==> src/rtl/mult_sequencer.sv <==
// Shift-add multiply sequencer for the execute stage: borrows the shared ALU for
// one add per iteration, owns HI/LO, and reports busy/stall to the hazard unit.
module mult_sequencer #(
  parameter int         WIDTH   = 32,
  parameter logic [2:0] ALU_ADD = 3'b010
) (
  input  logic             clk,
  input  logic             rst,
  input  logic             start,
  input  logic             sgn,
  input  logic [WIDTH-1:0] src_a,
  input  logic [WIDTH-1:0] src_b,
  input  logic             abort,
  input  logic             hilo_rd,
  output logic             alu_own,
  output logic [WIDTH-1:0] alu_a,
  output logic [WIDTH-1:0] alu_b,
  output logic [2:0]       alu_f,
  input  logic [WIDTH-1:0] alu_y,
  output logic             busy,
  output logic             stall,
  output logic             done,
  output logic [WIDTH-1:0] hi,
  output logic [WIDTH-1:0] lo,
  output logic [1:0]       state_dbg
);

  // Handshake: start is a level request sampled only in IDLE; the requester
  // holds the pipeline while stall is high, and hi/lo are valid while done
  // pulses (and hold afterwards). abort drops the operation with no done.

  localparam int          CW   = (WIDTH > 1) ? $clog2(WIDTH) : 1;
  localparam int          MSB  = WIDTH - 1;
  localparam logic [CW-1:0] LAST = CW'(WIDTH - 1);

  typedef enum logic [1:0] {
    S_IDLE = 2'd0,
    S_ITER = 2'd1,
    S_FIX  = 2'd2
  } state_e;

  state_e             state_q, state_d;
  logic [WIDTH-1:0]   p_q, p_d;
  logic [WIDTH-1:0]   q_q, q_d;
  logic [WIDTH-1:0]   m_q, m_d;
  logic               neg_q, neg_d;
  logic [CW-1:0]      cnt_q, cnt_d;
  logic [WIDTH-1:0]   hi_q, hi_d;
  logic [WIDTH-1:0]   lo_q, lo_d;
  logic               done_q, done_d;

  logic [WIDTH-1:0]   abs_a, abs_b, addend;
  logic               carry;
  logic [2*WIDTH-1:0] prod, prod_fix;

  // Magnitude of the most negative value wraps to itself, read as unsigned.
  assign abs_a = (sgn && src_a[MSB]) ? (-src_a) : src_a;
  assign abs_b = (sgn && src_b[MSB]) ? (-src_b) : src_b;

  assign addend = q_q[0] ? m_q : '0;
  // The shared ALU has no carry out, so rebuild it from the operand and sum MSBs.
  assign carry  = (p_q[MSB] & addend[MSB]) | ((p_q[MSB] | addend[MSB]) & ~alu_y[MSB]);

  assign prod     = {p_q, q_q};
  assign prod_fix = neg_q ? (-prod) : prod;

  assign alu_own   = (state_q == S_ITER);
  assign alu_a     = p_q;
  assign alu_b     = alu_own ? addend : '0;
  assign alu_f     = alu_own ? ALU_ADD : 3'b000;
  assign busy      = (state_q != S_IDLE);
  assign stall     = (start & ~busy) | busy | (hilo_rd & (busy | start));
  assign done      = done_q;
  assign hi        = hi_q;
  assign lo        = lo_q;
  assign state_dbg = state_q;

  always_comb begin
    state_d = state_q;
    p_d     = p_q;
    q_d     = q_q;
    m_d     = m_q;
    neg_d   = neg_q;
    cnt_d   = cnt_q;
    hi_d    = hi_q;
    lo_d    = lo_q;
    done_d  = 1'b0;
    case (state_q)
      S_IDLE: begin
        if (start && !abort) begin
          m_d     = abs_a;
          q_d     = abs_b;
          neg_d   = sgn & (src_a[MSB] ^ src_b[MSB]);
          p_d     = '0;
          cnt_d   = '0;
          state_d = S_ITER;
        end
      end
      S_ITER: begin
        if (abort) begin
          state_d = S_IDLE;
        end else begin
          p_d   = {carry, alu_y[MSB:1]};
          q_d   = {alu_y[0], q_q[MSB:1]};
          cnt_d = cnt_q + 1'b1;
          if (cnt_q == LAST) state_d = S_FIX;
        end
      end
      S_FIX: begin
        state_d = S_IDLE;
        if (!abort) begin
          {hi_d, lo_d} = prod_fix;
          done_d       = 1'b1;
        end
      end
      default: state_d = S_IDLE;
    endcase
  end

  always_ff @(posedge clk or negedge rst) begin
    if (!rst) begin
      state_q <= S_IDLE;
      p_q     <= '0;
      q_q     <= '0;
      m_q     <= '0;
      neg_q   <= 1'b0;
      cnt_q   <= '0;
      hi_q    <= '0;
      lo_q    <= '0;
      done_q  <= 1'b0;
    end else begin
      state_q <= state_d;
      p_q     <= p_d;
      q_q     <= q_d;
      m_q     <= m_d;
      neg_q   <= neg_d;
      cnt_q   <= cnt_d;
      hi_q    <= hi_d;
      lo_q    <= lo_d;
      done_q  <= done_d;
    end
  end

endmodule

==> config.mk <==
export PLATFORM = sky130hd
export DESIGN_NAME = mult_sequencer
export DESIGN_NICKNAME = d
export VERILOG_FILES = /design/src/rtl/mult_sequencer.sv
export SDC_FILE = /design/constraint.sdc
export NUM_CORES = 1
export LEC_CHECK = 0
export ABC_AREA = 1
export BUFFER_PORTS_ARGS = -buffer_cell sky130_fd_sc_hd__buf_2
export CORE_UTILIZATION = 45
export DETAILED_ROUTE_END_ITERATION = 10
export PLACE_DENSITY = 0.73
export SLEW_MARGIN = 20
export SYNTH_ARGS = -nofsm -noshare
export SYNTH_HDL_FRONTEND = slang
export SYNTH_SLANG_ARGS = --single-unit
==> constraint.sdc <==
create_clock -name clk -period 1.6 [get_ports clk]
set_input_delay 0.32 -clock clk [delete_from_list [all_inputs] [get_ports clk]]
set_output_delay 0.32 -clock clk [all_outputs]
set_load 0.005 [all_outputs]
* Yosys cells after proc, flatten, opt, wreduce, memory -nomap -nowiden
Index checks and enable logic that the tools add are counted.
Storage, ports and cells: register bits after elaboration 169, input bits 102
Cells by class: add/sub/neg operators 4, eq/ne operators 6, muxes and demuxes 21, bitwise operators 14, reductions and logical operators 11
Operator list (count):
- 32-bit two-way mux | 8
- 32-bit one-hot mux with 2 select lines | 2
- 64-bit two-way mux | 1
- 32-bit negator | 2
- 64-bit negator | 1
- 5-bit two-way mux | 2
- 5-bit one-hot mux with 2 select lines | 1
- 2-bit two-way mux | 4
- 2-bit AND reduction | 3
- 5-bit by 1-bit adder with 5-bit output (second input constant) | 1
- 1-bit AND | 5
- 5-bit == test (second input constant) | 1
- 1-bit OR | 5
- 2-bit inequality test (second input constant) | 2
- 2-bit one-hot mux with 2 select lines | 1
- 2-bit nonzero test | 2
- 1-bit logical AND | 3
- 3-bit by 2-bit inequality test with 1-bit output (second input constant) | 1
- 1-bit inverter | 3
- 3-bit AND reduction | 1
- 2-bit by 1-bit == test with 1-bit output (second input constant) | 1
- 2-bit == test (second input constant) | 1
- 2-bit zero test | 1
- 1-bit two-way mux | 2
- 2 further kinds | 2

* Depth between registers and ports, before layout
Gate-level depths: netlist of the first run.
depth in word-level cells 6, depth in mapped cells 12

* Least setup slack after synthesis of the first run
No wires, ideal clock.
path type register to register, from register q_q[1], to register hi_q[10], in the netlist hi[10], data arrival time 1512 ps, data required time 1483 ps, path slack -29 ps, stages on the path, launching flop included 10, path buffers 0, period minus slack after synthesis 1629 ps, cells stage by stage dfrtp_1 > inv_1 > ha_1 > nand3_1 > nor2_2 > nand3_1 > o21ai_4 > nand3_1 > nand3_1 > nand2_1
On the way: longest elaborated chain between the ends 2
RTL lines:
- from (decl) | RTL line 44 | logic [WIDTH-1:0] q_q, q_d;
- from (signal assigned) | RTL line 134 | q_q <= q_d;
- 64-bit negator | RTL line 65 | assign prod_fix = neg_q ? (-prod) : prod;
- 64-bit two-way mux | RTL line 65
- to (signal assigned) | RTL line 138 | hi_q <= hi_d;
- to (decl) | RTL line 48 | logic [WIDTH-1:0] hi_q, hi_d;
No other way between the ends. A chain may end at the register's enable or synchronous reset.

* Final worst setup path of the first run
from register state_q[1], in the netlist state_dbg[1], to output port alu_b[12]
On the way: longest elaborated chain between the ends 2
RTL lines:
- from (decl) | RTL line 42 | state_e state_q, state_d;
- from (signal assigned) | RTL line 132 | state_q <= state_d;
- 2-bit by 1-bit == test with 1-bit output | RTL line 67 | assign alu_own = (state_q == S_ITER);
- 32-bit two-way mux | RTL line 69 | assign alu_b = alu_own ? addend : '0;
- to (decl) | RTL line 17 | output logic [WIDTH-1:0] alu_b,
No other way between the ends.

==> results_dict.tcl, run 1 <==
set metrics [dict create \
    use_met2 0.543 \
    p_sw_frac 0.413 \
    rr_worst_depth 12 \
    synth_top_family_by_area "simple AND/OR/NAND/NOR gates" \
    place_ws_ns -0.262 \
    violations "setup timing" \
    syn_avg_cell_area_sq_um 6.81 \
    start_util 0.464 \
    ys.warnings.count 0 \
    grt_overflow_total 0 \
    synth-xor-area-share 0.0387 \
    internal_power_mw 10.6 \
    die-area_sq_um 24300 \
    fin_skew_ns 0.0105 \
    numCtsBuffers 17 \
    synthToLayoutAreaGrowth_pct 61.2 \
    worstReg2RegEnd "hi[22]" \
    synth_area_sq_um 10600 \
    status "finished with violations" \
    core-area_sq_um 22900 \
    setup-violations-final 168 \
    fin_area_sq_um 17200 \
    wl_per_cell_um 19.0 \
    dpl.hpwl_um 28200 \
    rsz0062_at_grt "yes" \
    cp-start-kind "flop" \
    insertion_delay_ns 0.45 \
    crit_arrival_ns 1.61 \
    finalHoldViolations 0 \
    top_usage_layer "met2" \
    required_ns 1.28 \
    grt_max_degree 38 \
    grt_pass1_wl_um 62800 \
    final_common_cell "nand2_1" \
    synth_seq_area_share 0.397 \
    final_util 0.749 \
    layout_common_cells "nand2_1 (385), buf_2 (231), buf_4 (210)" \
    antenna_found_initial 1 \
    cellLeakagePower_nw 8.56 \
    p_sw_mw 7.48 \
    grt_pass1_vias 12100 \
    hp-class "in2reg" \
    reg2reg_setup_slack_ns -0.29 \
    p_total_mw 18.1 \
    finalCriticalPeriod_ns 1.93 \
    worstSetupPathType "reg2out" \
    p_seq_frac 0.305 \
    synth-seq-cells 169 \
    synthCells 1563 \
    layout_setup_ws_ns -0.334 \
    die_w_um 156 \
    io_pins 239 \
    drcViolationCount 0 \
    place_area_sq_um 13900 \
    fp-row-count 55 \
    layout_worst_path_cycle_share 1.21 \
    pwr-share-clk 0.230 \
    synthAdderAreaFrac 0.00588 \
    maxCapViolations 0 \
    combPwrFrac 0.465 \
    powerDensity_nw_per_um2 1050 \
    cts_root_buf "clkbuf_16" \
    worstPathMaxFanout 8 \
    htree_levels 4 \
    cts_tree "built" \
    wl_um 45200 \
    grt_util_met3 0.0600 \
    dieHeight_um 156 \
    async_reset_ff_frac 1.00 \
    drtAntennaViolNets 0 \
    cp-startpoint "state_dbg[1]" \
    reg2reg_from "q_q[0]" \
    final-max-slew-violation-count 0 \
    crit_end "alu_b[12]" \
    place_inst 2278 \
    fin_cells 2383 \
    grt_usage 0.331 \
    nets 2163 \
    viasPerCell 5.62 \
    critPathCaptureType "output pin" \
    clock_sinks 169 \
    drive_gt1_frac 0.420 \
    port_buffers 235 \
    fmax_mhz 517 \
    grtUsageMet1 0.435 \
    synth_cell_types 41 \
    gp_congestion 0.959 \
    synth_top_flop_cell "dfrtp_1" \
    clk_path_buf_depth 2 \
    yosys-mux-area-fraction 0 \
    synth-edff-count 0 \
    drtIter0Drc 1227 \
    drt-pass1-iter-count 6 \
    vias 13400 \
    ir_drop_uv 760 \
    clk_pin_slew_ns 0.08 \
    synth-compound-area-share 0.128 \
    synthSimpleGateAreaFrac 0.354 \
]
[metrics by stage]
| step | hold WS, ns | setup TNS, ns |
|---|---|---|
| floorplan | 0.0244 | 0 |
| global placement | 0.249 | -7.53 |
| detailed placement | 0.249 | -10.88 |
| CTS | 0.107 | -17.79 |
| global route | 0.128 | -36.25 |
| finish | 0.107 | -25.23 |
[metal layers]
metal,wire length [um],share of wire
met5,0,0
met3,4210,0.093
met2,21300,0.47
met4,2350,0.052
met1,17300,0.38
[what timing repair did]
item,4_1_cts,5_1_grt
pin swaps,78,79
buffers inserted,25,22
cloned,17,10
resized for setup,213,277
setup endpoints to repair,99,136
hold endpoints to repair,28,0
hold buffers,1,0
[state kept, by name (all words and copies together), names as in the netlist]
signal / flops
alu_a: 32
hi: 32
lo: 32
m_q: 32
q_q: 32
cnt_q: 5
state_dbg: 2
done: 1
neg_q: 1
[final cells by class]
cell class	count	area, sq um
Clock inverter	14	139
Antenna cell	1	2.50
Clock buffer	18	429
Tap cell	313	392
Timing Repair Buffer	538	4460
Fill cell	1610	5750
Inverter	133	532
Sequential cell	169	4240
Multi-Input combinational cell	1197	6970
[critical path, cell delays in order, from the launching register on]
cell and delay [ns]:
dfrtp_2 0.44, nor2_4 0.16, clkinv_4 0.16, buf_12 0.19
nor2_4 0.09, buf_2 0.12
[kinds of logic (layout without fill, tap and decap cells)]
group,count (synthesis),count (layout)
xor gates and xnor gates,47,47
buffers and inverters,198,703
other,1,3
DFF,169,169
and+or+nand+nor,889,889
AOI/OAI and AO/OA,254,254
adders and majority gates,5,5
[Yosys cell counts (5+ instances only)]
| library cell | instances | share of area |
|---|---|---|
| inv_2 | 8 | 0.0028 |
| nand4_1 | 32 | 0.019 |
| nand2_2 | 7 | 0.0041 |
| inv_1 | 125 | 0.044 |
| dfrtp_1 | 169 | 0.40 |
| nand2_1 | 446 | 0.16 |
| nor3_1 | 9 | 0.0042 |
| nor2_1 | 188 | 0.066 |
| ha_1 | 5 | 0.0059 |
| nor2_2 | 9 | 0.0053 |
| o211ai_1 | 12 | 0.0085 |
| nand3_1 | 184 | 0.087 |
| o21ai_0 | 125 | 0.059 |
| buf_4 | 6 | 0.0042 |
| buf_2 | 19 | 0.0089 |
| clkbuf_1 | 33 | 0.012 |
| a21oi_1 | 56 | 0.026 |
| o21ai_1 | 46 | 0.022 |
| xor2_1 | 44 | 0.036 |
| buf_1 | 6 | 0.0021 |
[worst min path at each step]
stage / end / startpoint / slack [ns] / depth (start not counted)
5_1_grt: alu_a[9] / alu_y[10] / 0.13 / 3
3_5_place_dp: lo[1] / rst / 0.25 / 1
3_3_place_gp: lo[1] / rst / 0.25 / 1
6_report: alu_a[9] / alu_y[10] / 0.11 / 3
2_1_floorplan: alu_a[0] / rst / 0.02 / 0
4_1_cts: alu_a[9] / alu_y[10] / 0.11 / 3
[power by group through the flow]
stage | clock (mW) | combinational [mW] | sequential (mW)
after floorplan | 0 | 3.13 | 5.38
after global placement | 0 | 5.98 | 5.45
after detailed placement | 0 | 6.10 | 5.47
after CTS | 4.13 | 6.91 | 5.41
after global routing | 4.31 | 8.94 | 5.56
final | 4.17 | 8.41 | 5.52
No activity file was read; power rests on OpenSTA's default activity.
==> inputs of run 2 (changes only) <==
--- a/config.mk
+++ b/config.mk
@@ -10,6 +10,7 @@
 export CORE_UTILIZATION = 45
 export DETAILED_ROUTE_END_ITERATION = 10
 export PLACE_DENSITY = 0.73
+export SETUP_SLACK_MARGIN = 0.05
 export SLEW_MARGIN = 20
 export SYNTH_ARGS = -nofsm -noshare
 export SYNTH_HDL_FRONTEND = slang
==> run 2 against run 1 <==
  * Clock-buffer cell count unchanged
  * Sequential share of layout area rose by 1.6 points
  * Register-to-register slack worse by 0.09 ns
  * Hold slack better by 0.0071 ns
  * Critical path type is now reg2reg
  * First-iteration DRC count fell by 16%
  * Combinational power down 4.6%
  * Clock skew grew 0.0017 ns
  * Power shrank 1.4%
  * The run still ends with setup timing left
  * Global-route usage shrank 0.94 points
==> results_dict.tcl, run 2 (same netlist as run 1, synthesis figures left out) <==
set metrics [dict create \
    status "finished with violations" \
    violations "setup timing" \
    clk_path_buf_depth 2 \
    slowest_stage "dfrtp_2" \
    ir_drop_uv 837 \
    fin_area_sq_um 16100 \
    drt-pass1-iter-count 6 \
    layout_setup_ws_ns -0.376 \
    finalCriticalPeriod_ns 1.98 \
    final-max-slew-violation-count 0 \
    cts_tree "built" \
    io_pins 239 \
    relSlewSlack 0.637 \
    place_ws_ns -0.198 \
    hold_depth 3 \
    htree_levels 4 \
    holdCritStartpoint "alu_y[16]" \
    port_buffers 235 \
    whs_endpoint "alu_a[15]" \
    critical_path.cell_chain "nor2_1, nand2_2, nor2_4, buf_6, nand4_1, nand2_2, buf_6, nand2_4, nand2_2, nand3_2, nand2_1" \
    reg2reg_setup_slack_ns -0.38 \
    rr_worst_depth 11 \
    setup-violations-final 148 \
    layout_common_cells "nand2_1 (401), buf_2 (233), buf_4 (205)" \
    die_w_um 156 \
    cts_root_buf "clkbuf_16" \
    grt_usage 0.322 \
    powerDensity_nw_per_um2 1110 \
    worstPathMaxFanout 4 \
    final_common_cell "nand2_1" \
    grt_pass1_vias 12000 \
    critPathMostFrequentCell "nand2_2" \
    gp_congestion 0.964 \
    required_ns 1.97 \
    nets 2129 \
    final_util 0.705 \
    grt_pass1_wl_um 61400 \
    worstReg2RegEnd "lo[26]" \
    antenna_found_initial 2 \
    viasPerCell 5.51 \
    hp-class "in2reg" \
    start_util 0.464 \
    reg2reg_from "q_q[7]" \
    grt_overflow_total 0 \
    finalHoldViolations 0 \
    synthToLayoutAreaGrowth_pct 51.7 \
    core-area_sq_um 22900 \
    grt_max_degree 53 \
    place_area_sq_um 13700 \
    tightest_slew_ns 0.538 \
    crit_arrival_ns 2.34 \
    worstSetupPathType "reg2reg" \
    drtAntennaViolNets 0 \
    wl_um 41400 \
    cellLeakagePower_nw 8.17 \
    wl_per_cell_um 17.6 \
    critPathMaxStageDelay_ns 0.47 \
    clk_pin_slew_ns 0.07 \
    numCtsBuffers 17 \
    drcViolationCount 0 \
    rsz0062_at_grt "yes" \
    layout_worst_path_cycle_share 1.24 \
    drive_gt1_frac 0.366 \
    vias 12900 \
    fin_skew_ns 0.0123 \
    insertion_delay_ns 0.44 \
    cp-start-kind "flop" \
    dpl.hpwl_um 27800 \
    critPathCaptureType "flop" \
    die-area_sq_um 24300 \
    p_total_mw 17.8 \
    clock_sinks 169 \
    fin_setup_tns_ns -24.35 \
    fmax_mhz 506 \
    dieHeight_um 156 \
    drtIter0Drc 1030 \
    maxCapViolations 0 \
    fp-row-count 55 \
]
-- run 2: how the worst max path moves through the flow --
stage | from | endpoint | slack [ns] | depth (start not counted)
after floorplan | q_q[1] | hi[10] | 0.05 | 9
after global placement | q_q[0] | hi[10] | -0.15 | 9
after detailed placement | q_q[1] | hi[26] | -0.20 | 9
after CTS | state_dbg[1] | alu_b[14] | -0.28 | 5
after global routing | q_q[7] | lo[26] | -0.46 | 11
final | q_q[7] | lo[26] | -0.38 | 11
-- run 2: area by class of cell --
class	count	area, sq um
clock buffers	18	429
multi-input cells	1197	6640
diodes	1	2.50
flip-flops and latches	169	4240
repair buffers	504	3770
inverters	133	514
clock inverters	14	164
fillers	1793	6770
well taps	313	392
-- run 2: metrics by stage --
step / hold WS (ns) / instances
floorplan: 0.0244 / 1564
global placement: 0.248 / 2262
detailed placement: 0.252 / 2262
CTS: 0.111 / 2329
global route: 0.126 / 2349
finish: 0.114 / 2349
-- run 2: what timing repair did --
action | CTS | global route
buffers inserted | 29 | 20
endpoints found under the setup margin | 130 | 183
gates resized for setup | 168 | 148
cloned | 5 | 3
hold endpoints to repair | 29 | 0
pin swaps | 64 | 79
hold buffers | 1 | 0
-- run 2: where the power goes --
part           internal [mW]  leakage [nW]  switching [mW]  total (mW)
clock network           2.35         0.285            1.95        4.30
registers               4.87          2.15           0.660        5.53
logic                   3.44          5.74            4.58        8.02
total                   10.7          8.17            7.19        17.8
-- run 2: per-layer routing --
metal / routed length [um] / up-vias / track usage / part of all wire
met1: 16400 / 6074 / 0.414 / 0.40
met5: 13 / - / 0 / 0.00031
met2: 19800 / 708 / 0.542 / 0.48
li1: - / 6022 / - / -
met3: 3740 / 131 / 0.0600 / 0.090
met4: 1450 / 2 / 0.112 / 0.035
-- run 2: worst max-delay path, delay by kind of cell, from the launching register on --
kind,cells,cell delay (ns)
flops,1,0.47
buf+inv,2,0.30
simple gates,9,1.14
